$ cat config.mk
export PLATFORM = sky130hd
export DESIGN_NAME = mod_count_ctrl
export DESIGN_NICKNAME = d
export VERILOG_FILES = /design/src/rtl/mod_count_pkg.sv /design/src/rtl/mod_count_core.sv /design/src/rtl/mod_count_ctrl.sv
export SDC_FILE = /design/constraint.sdc
export NUM_CORES = 1
export LEC_CHECK = 0
export ABC_AREA = 1
export CORE_MARGIN = 4
export CORE_UTILIZATION = 44
export CTS_CLUSTER_SIZE = 10
export DETAILED_ROUTE_END_ITERATION = 8
export HOLD_SLACK_MARGIN = 0.08
export PLACE_DENSITY_LB_ADDON = 0.12
export SETUP_SLACK_MARGIN = 0.5
export SLEW_MARGIN = 20
export SYNTH_ARGS = -nofsm -noshare
export SYNTH_HDL_FRONTEND = slang
export SYNTH_SLANG_ARGS = --single-unit
$ cat constraint.sdc
create_clock -name clk -period 1.75 [get_ports clk]
set_input_delay 0.175 -clock clk [delete_from_list [all_inputs] [get_ports clk]]
set_output_delay 0.175 -clock clk [all_outputs]
set_load 0.01 [all_outputs]
$ cat src/rtl/mod_count_pkg.sv
// Shared types and constants for the modulus counter sequencer.
package mod_count_pkg;

  typedef enum logic [1:0] {
    IDLE  = 2'b00,
    RUN   = 2'b01,
    PAUSE = 2'b10,
    DONE  = 2'b11
  } state_e;

  localparam int unsigned MIN_MOD = 2;

endpackage

$ cat src/rtl/mod_count_core.sv
// WIDTH-bit count register with zero/hold/increment controls and a
// terminal-count compare against the supplied modulus.
module mod_count_core #(
  parameter int unsigned WIDTH = 4
) (
  input  logic             clk,
  input  logic             clr,
  input  logic             zero_i,
  input  logic             inc_i,
  input  logic [WIDTH-1:0] mod_i,
  output logic [WIDTH-1:0] cnt_o,
  output logic             term_o
);

  logic [WIDTH-1:0] cnt_q, cnt_d;

  // Zero takes precedence over increment; neither asserted means hold.
  always_comb begin
    cnt_d = cnt_q;
    if (zero_i) begin
      cnt_d = '0;
    end else if (inc_i) begin
      cnt_d = cnt_q + WIDTH'(1);
    end
  end

  always_ff @(posedge clk or posedge clr) begin
    if (clr) begin
      cnt_q <= '0;
    end else begin
      cnt_q <= cnt_d;
    end
  end

  assign cnt_o  = cnt_q;
  assign term_o = (cnt_q == (mod_i - WIDTH'(1)));

endmodule

$ cat src/rtl/mod_count_ctrl.sv
// Start/stop/pause sequencer over mod_count_core: latches the modulus and
// reload mode at start, and reports terminal count and run status.
module mod_count_ctrl
  import mod_count_pkg::*;
#(
  parameter int unsigned WIDTH       = 4,
  parameter int unsigned DEFAULT_MOD = 10
) (
  input  logic             clk,
  input  logic             clr,
  input  logic             start,
  input  logic             stop,
  input  logic             pause,
  input  logic [WIDTH-1:0] mod_val,
  input  logic             auto_reload,
  output logic [WIDTH-1:0] q,
  output logic             tc,
  output logic             busy,
  output logic             done,
  output logic             err
);

  localparam logic [WIDTH-1:0] MinMod = WIDTH'(MIN_MOD);

  state_e           state_q, state_d;
  logic [WIDTH-1:0] mod_q, mod_d;
  logic             mode_q, mode_d;
  logic             err_q, err_d;
  logic             cnt_zero, cnt_inc, at_term;

  mod_count_core #(
    .WIDTH(WIDTH)
  ) u_core (
    .clk    (clk),
    .clr    (clr),
    .zero_i (cnt_zero),
    .inc_i  (cnt_inc),
    .mod_i  (mod_q),
    .cnt_o  (q),
    .term_o (at_term)
  );

  // Priority stop > start > pause; a rejected start freezes everything for that edge.
  always_comb begin
    state_d  = state_q;
    mod_d    = mod_q;
    mode_d   = mode_q;
    err_d    = 1'b0;
    cnt_zero = 1'b0;
    cnt_inc  = 1'b0;
    if (stop) begin
      state_d  = IDLE;
      cnt_zero = 1'b1;
    end else if (start) begin
      if (mod_val < MinMod) begin
        err_d = 1'b1;
      end else begin
        mod_d    = mod_val;
        mode_d   = auto_reload;
        state_d  = RUN;
        cnt_zero = 1'b1;
      end
    end else begin
      unique case (state_q)
        RUN: begin
          if (pause) begin
            state_d = PAUSE;
          end else if (!at_term) begin
            cnt_inc = 1'b1;
          end else begin
            cnt_zero = 1'b1;
            if (!mode_q) state_d = DONE;
          end
        end
        PAUSE: begin
          if (!pause) state_d = RUN;
        end
        DONE: begin
          cnt_zero = 1'b1;
        end
        default: begin
        end
      endcase
    end
  end

  always_ff @(posedge clk or posedge clr) begin
    if (clr) begin
      state_q <= IDLE;
      mod_q   <= WIDTH'(DEFAULT_MOD);
      mode_q  <= 1'b0;
      err_q   <= 1'b0;
    end else begin
      state_q <= state_d;
      mod_q   <= mod_d;
      mode_q  <= mode_d;
      err_q   <= err_d;
    end
  end

  assign tc   = (state_q == RUN) && at_term;
  assign busy = (state_q == RUN) || (state_q == PAUSE);
  assign done = (state_q == DONE);
  assign err  = err_q;

endmodule

Word-level counts from Yosys, hierarchy flattened
Index checks and enable logic that the tools add are counted.
- flip-flop bits (word level): 12
- bits in latches: 0
- RAM bits: 0
- memory bits (read-only): 0
- input port bits: 10
- output and inout bits: 8
- word-level logic and storage cells: 48
- memories: 0
- $add $sub $neg: 2
- $mul: 0
- divide/modulo/power cells: 0
- magnitude comparators: 1
- equality and inequality tests: 8
- shift operators: 0
- muxes and demuxes: 24
- bitwise operators: 2
- reduce and logical (&&, ||, !) cells: 6
- operator list (cell ; count):
    $mux W2 ; 7
    $mux W1 ; 13
    $ne A5 B5 Y1 const B ; 2
    $mux W4 ; 2
    $reduce_and A5 Y1 ; 1
    $add A4 B1 Y4 const B ; 1
    $eq A2 B2 Y1 const B ; 2
    $eq A4 B4 Y1 ; 1
    $lt A4 B2 Y1 const B ; 1
    $ne A4 B4 Y1 const B ; 1
    $pmux W2 S2 ; 1
    $reduce_bool A4 Y1 ; 1
    $sub A4 B1 Y4 const B ; 1
    $ne A3 B3 Y1 const B ; 1
    $reduce_and A3 Y1 ; 1
    $eq A2 B1 Y1 const B ; 1
    $not A1 Y1 ; 2
    $pmux W1 S2 ; 1
    $reduce_bool A2 Y1 ; 1
    $logic_and A1 B1 Y1 ; 1
    $logic_or A1 B1 Y1 ; 1

Logic depth before layout (Yosys ltp)
- word-level depth: 9
- gate-level depth with buffers: 14
- mapped depth without buffers: 14

Hierarchy
Synthesis repeated with hierarchy kept, for this count alone.
- cells, all modules: 124
- area total of the unflattened synthesis: 837.1 um2
- modules (own cells, without submodules) (module ; times used ; cells each ; area each (um2) ; seq. area each (um2)):
    mod_count_ctrl ; 1 ; 65 ; 489.2 ; 202.7
    mod_count_core ; 1 ; 59 ; 347.8 ; 100.1

Worst setup path before layout
Ideal clock, no wire load.
- kind: register to register
- from: register mod_q[1]
- to: register state_q[0]
- arrival time: 1.531 ns
- setup slack: 0.095 ns
- cell stages (with the launch flop): 13
- clock period less this slack: 1.655 ns
- cell sequence: dfstp_2 > inv_1 > ha_1 > nand2_1 > inv_1 > nor2_1 > nand2_1 > nor2_4 > nand2_4 > nand2_4 > nand2_4 > nand2_1 > o21ai_2
- longest elaborated chain between the ends: 4
- RTL lines (what ; RTL line ; RTL):
    from (decl) ; mod_count_ctrl.sv:26 ; logic [WIDTH-1:0] mod_q, mod_d;
    from (signal assigned) ; mod_count_ctrl.sv:90 ; mod_q <= WIDTH'(DEFAULT_MOD);
    from (signal assigned) ; mod_count_ctrl.sv:95 ; mod_q <= mod_d;
    $sub A4 B1 Y4 ; mod_count_core.sv:36 ; assign term_o = (cnt_q == (mod_i - WIDTH'(1)));
    $eq A4 B4 Y1 ; mod_count_core.sv:36 ;
    $ne A5 B5 Y1 (no line) ; -- ;
    $reduce_and A5 Y1 (no line) ; -- ;
    to (signal assigned) ; mod_count_ctrl.sv:94 ; state_q <= state_d;
    to (decl) ; mod_count_ctrl.sv:25 ; state_e state_q, state_d;
Every way passes these cells.
A chain may end at the register's enable or synchronous reset.

Final worst setup path
Same ends and word-level chain as after synthesis.

==> impl_results.md <==
* CTS tree: done
* Clock transition at the registers of the reported paths at 0.07 ns
* Crit Path Max Fanout at 6
* Number of DRC markers in iteration 0 at 9
* Critical path capture point type: flip-flop
* ANT nets after route at 0
* DP Wirelength at 1.431 mm
* RSZ-0062 raised after global routing: true
* Initial antenna violation count at 0
* Synth Instances at 110
* Failing checks: setup timing
* CTS Buf Count at 3
* Synth cell types at 22
* First-pass GRT wire length at 3.367 mm
* Clock skew at 0.0005385 ns
* Rows at 15
* Worst-margin pin slew at 0.4538 ns
* Syn nets at 125
* Yosys warnings at 0
* Period utilization at 107.3%
* Die width at 51.78 microns
* Status: finished, violations left
* CP required at 1.90 ns
* # clock sinks at 12
* Max rail drop VDD at 0.5944 mV
* Hold_buf cts at 0
* Crit path launch type: flip-flop
* Port buffer count at 17
* Vias in the first global route at 827
* WL per Instance at 12.11 microns
* Global Route Usage Sum at 16.84%
* Setup ws final at -0.1276 ns
* Max Transition Viols Final at 0
* Initial DRT Pass Iterations at 4
* Area Overhead vs Synth at 48.37%
* Vias per cell at 4.743
* Post-synth top flop: dfrtp_1
* Remaining Overflow, GRT at 0
* Place WS at -0.2923 ns
* Die area at 2681 sq um
* Worst r2r path cells at 14
* Post-synth EDFFs at 0
* Post-layout net count at 159
* I/O pin cnt at 18
* Setup violators final at 7
* H-tree depth at 1
* Fillers at 150
* Layout cells sized above 1 at 44.37%
* Hold Slack at 0.2184 ns
* Worst R2R Start: mod_q[1]
* Post-synthesis cell area at 843.3 sq um
* Overall power at 0.0008462 W
* Min Tclk post-route at 1.878 ns
* Slew headroom at 69.72%
* Die Height at 51.78 microns
* Clock latency on the worst-skew pair at 0.26 ns
* Initial Util at 47.80%
* Critical path class: flip-flop to flip-flop
* Largest net degree at the start of global routing at 13
* Worst path arrival time at 2.03 ns
* Via count at 792
* Core area at 1764 sq um
* Most common cell after layout, fill and taps aside: nand2_1
* Max Freq at 532.6 MHz
* CTS root buffer: clkbuf_4
* Flop2flop setup slack at -0.13 ns
* Total Routed Length at 2.023 mm
* Clk buf depth at 2
* Reg2reg end: state_q[0]
* Syn avg cell area at 7.666 sq um
* Seq/Total Area, Yosys at 35.91%
* Most frequent cells in the layout: 17 x nand2_1, 16 x inv_1, 12 x nand2_2
* Hold crit path type: primary input to asynchronous set/reset pin
* Async set-reset flop share out of synthesis at 100.0%
* Fin. Hold Viols at 0
* DRC at 0
* Antenna cells at 0
* Leakage at 0.6269 nW
* Synth Register Bits at 12
* Routability cong. at 0.8525
* PwrDens at 676.3 nW/um^2
* Max-Cap Viols at 0
-- per-layer routing --
layer	vias to the layer above	share of wire (%)	wire length, microns	track usage, %
met5	-	0	0	0
met4	0	2.3	46	9.607
met3	7	4.4	90	3.725
met2	23	52	1060	28.39
met1	360	41	827	19.50
li1	402	-	-	-
-- cell type report --
class	instances	area (sq um)	share of cell area, %
Clock buffer	3	22.52	1.800
Inverter	22	85.08	6.800
Multi-Input combinational cell	76	548.0	43.80
Sequential cell	12	304.0	24.30
Tap cell	25	31.28	2.500
Timing Repair Buffer	29	260.3	20.80
-- cell families (layout without fill, tap and decap cells) --
kind of cell | count (synthesis) | in the layout | share of synthesized area, %
and+or+nand+nor | 58 | 58 | 34.27
buffers and inverters | 22 | 54 | 9.792
DFF | 12 | 12 | 35.90
AOI/OAI and AO/OA | 7 | 7 | 5.490
adders and majority gates | 5 | 5 | 7.418
xor gates and xnor gates | 3 | 3 | 3.116
muxes | 3 | 3 | 4.006
-- Yosys cell counts, types with 2 or more instances --
library cell  number  area [sq um]
mux2_2             3         33.78
o21ai_0            2         10.01
inv_1             22         82.58
nor2_4             2         22.52
dfrtp_1           10         250.2
nand2_1           26         97.59
nand2_2            3         18.77
a21oi_1            2         10.01
ha_1               5         62.56
o21ai_2            2         17.52
nand2_4            3         33.78
nand3_1            8         40.04
dfstp_2            2         52.55
xor2_1             2         17.52
nor2_1            11         41.29
-- how the worst max path moves through the flow --
stage,startpoint,to,slack [ns],cells past startpoint
after floorplan,mod_q[1],state_q[0],0.16,12
after detailed placement,mod_q[1],tc,-0.29,10
after CTS,mod_q[1],tc,-0.19,9
after global placement,mod_q[1],tc,-0.27,10
final,mod_q[1],state_q[0],-0.13,14
after global routing,mod_q[1],tc,-0.22,10
-- critical path, cell delays in order, from the launching register on --
cell     delay, ns
dfstp_2       0.54
inv_2         0.05
ha_4          0.21
nand2_2       0.07
inv_2         0.03
nor2_1        0.09
nand2_1       0.08
nor2_4        0.11
nand2_4       0.05
buf_4         0.13
buf_6         0.13
nand2_4       0.08
nand2_4       0.07
nand2_2       0.07
o21ai_2       0.04
-- state kept, by name, summed over array words and instances (netlist names) --
| name | count |
|---|---|
| mod_q | 4 |
| u_core.cnt_o | 4 |
| state_q | 2 |
| err | 1 |
| mode_q | 1 |
-- where the power goes --
group / internal, W / switching (W)
logic: 0.000175 / 0.000184
clock network: 0.0000794 / 0.0000794
registers: 0.000309 / 0.0000194
-- stage by stage --
step | util, % | instance area (sq um) | cells | TNS (ns)
after global placement | 62.34 | 1100 | 157 | -0.2750
final | 70.92 | 1251 | 167 | -0.6384
after detailed placement | 62.34 | 1100 | 157 | -0.4014
after global routing | 70.92 | 1251 | 167 | -1.369
after floorplan | - | 860.8 | 110 | 0
after CTS | 66.45 | 1172 | 164 | -0.7396
-- timing repair --
action                     4_1_cts  5_1_grt
setup endpoints to repair       14       13
gates resized for setup         28       20
hold endpoints to repair         0        0
cloned                           0        0
pin swaps                       10        7
buffers inserted                 4        3
No activity file was read; power rests on OpenSTA's default activity.
==> variant (config.mk and constraints unchanged) <==
Set the parameter `DEFAULT_MOD` to 7 (it was 10).
--- a/src/rtl/mod_count_ctrl.sv
+++ b/src/rtl/mod_count_ctrl.sv
@@ -6,3 +6,3 @@
   parameter int unsigned WIDTH       = 4,
-  parameter int unsigned DEFAULT_MOD = 10
+  parameter int unsigned DEFAULT_MOD = 7
 ) (
Function: no difference found for any inputs over 10 cycles, from zero or initial values; that may be too few to reach the edited logic, so the function may still have changed.
==> variant against the unedited design <==
The run still ends with negative setup slack left; clock power up 20%; sequential power up 1%; power up 10%; setup slack worse by 0.057 ns; routed wire length up 1.8%; maximum frequency down 2.9%; final area up 6.0%; sequential cell count unchanged; area after synthesis up 0.15%; clock skew up 0.015 ns; largest power group unchanged.
==> variant: results (changes against the unedited design) <==
Status
  – Status: finished, violations left
  – Failing checks: negative setup slack

STA
  – Final setup fails: 7 (unchanged)
  – Final setup skew: 0.0151 ns (+0.0145 ns)
  – Setup slack after layout: -0.184 ns (-0.0569 ns)
  – Smallest hold slack: 0.185 ns (-0.0333 ns)

Synth
  – Register area share after synthesis: 36.0% (+0.095 points)
  – Post-synth top cells: nand2_1 (26), inv_1 (22), nor2_1 (11)
  – Xor and xnor area share after synthesis: 3.11% (-0.0046 points)
  – Post-synthesis mux area share: 4.00% (-0.0059 points)
  – Adder-Cell Fraction of Synth Area: 7.41% (-0.011 points)
  – Post-synthesis compound-gate area fraction: 5.48% (-0.0081 points)

Clocking
  – Postcts setup bufs: 5 (+1)
  – Clk Latency, worst-skew pair: 0.29 ns (+0.03 ns)

Global routing
  – First-pass GRT wire length: 3380 µm (+0.42%)
  – Vias in the first global route: 795 (-3.9%)

Route
  – Routed wire per std cell: 11.9 µm (-1.7%)
  – Initial DRC count: 3 (-6)
  – Vias per inst: 4.56 (-3.8%)

Power
  – Max IR drop VDD: 0.520 mV (-12%)
  – LEAKAGE: 0.672 nW (+7.1%)

Place
  – Placer Congestion: 0.744 (-13%)
  – Hpwl dp: 1420 µm (-1.1%)

Final layout
  – Fill count: 136 (-9.3%)
  – Share of post-route cells with drive strength above 1: 44.6% (+0.23 points)

Setup path
  – CP Max Fanout: 2 (-4)
  – CP Data Arrival Time: 1.76 ns (-0.27 ns)
==> variant: power by group through the flow <==
| stage | clock (mW) | combinational, mW | sequential (mW) |
|---|---|---|---|
| after floorplan | 0 | 0.186 | 0.335 |
| after global placement | 0 | 0.278 | 0.338 |
| after detailed placement | 0 | 0.286 | 0.340 |
| after CTS | 0.187 | 0.350 | 0.331 |
| after global routing | 0.211 | 0.448 | 0.335 |
| final | 0.191 | 0.408 | 0.332 |
==> variant: worst max-delay path: stages, from the launching register on <==
cell	delay, ns
dfstp_2	0.54
inv_2	0.05
ha_4	0.23
nand2_2	0.07
inv_2	0.03
nor2_1	0.07
nand2_1	0.10
nor2_4	0.14
nand2_4	0.07
nor2_2	0.07
buf_2	0.12
==> variant: layout make-up <==
| type | count | area, µm² | area share, % |
|---|---|---|---|
| clock buffer | 4 | 26.3 | 1.98 |
| inverter | 22 | 85.1 | 6.42 |
| multi-input combinational | 76 | 566 | 42.6 |
| sequential | 12 | 304 | 22.9 |
| tap | 25 | 31.3 | 2.36 |
| timing repair buffer | 34 | 314 | 23.7 |
==> variant: through the flow <==
| stage | utilization, % | area [µm²] | setup TNS, ns | cells | worst slack (ns) |
|---|---|---|---|---|---|
| global placement | 63.7 | 1120 | -0.272 | 160 | -0.271 |
| detailed placement | 63.7 | 1120 | -0.370 | 160 | -0.279 |
| global route | 75.2 | 1330 | -1.57 | 173 | -0.272 |
| CTS | 69.8 | 1230 | -0.327 | 169 | -0.191 |
| finish | 75.2 | 1330 | -0.926 | 173 | -0.184 |
| floorplan | - | 862 | 0 | 110 | 0.157 |
==> variant: per-layer routing <==
layer	routed length, µm	global-route usage (%)	up-vias
met5	0	0	-
met4	83	14.0	0
met3	74	2.58	7
met2	1050	27.1	16
met1	847	20.8	354
li1	-	-	412
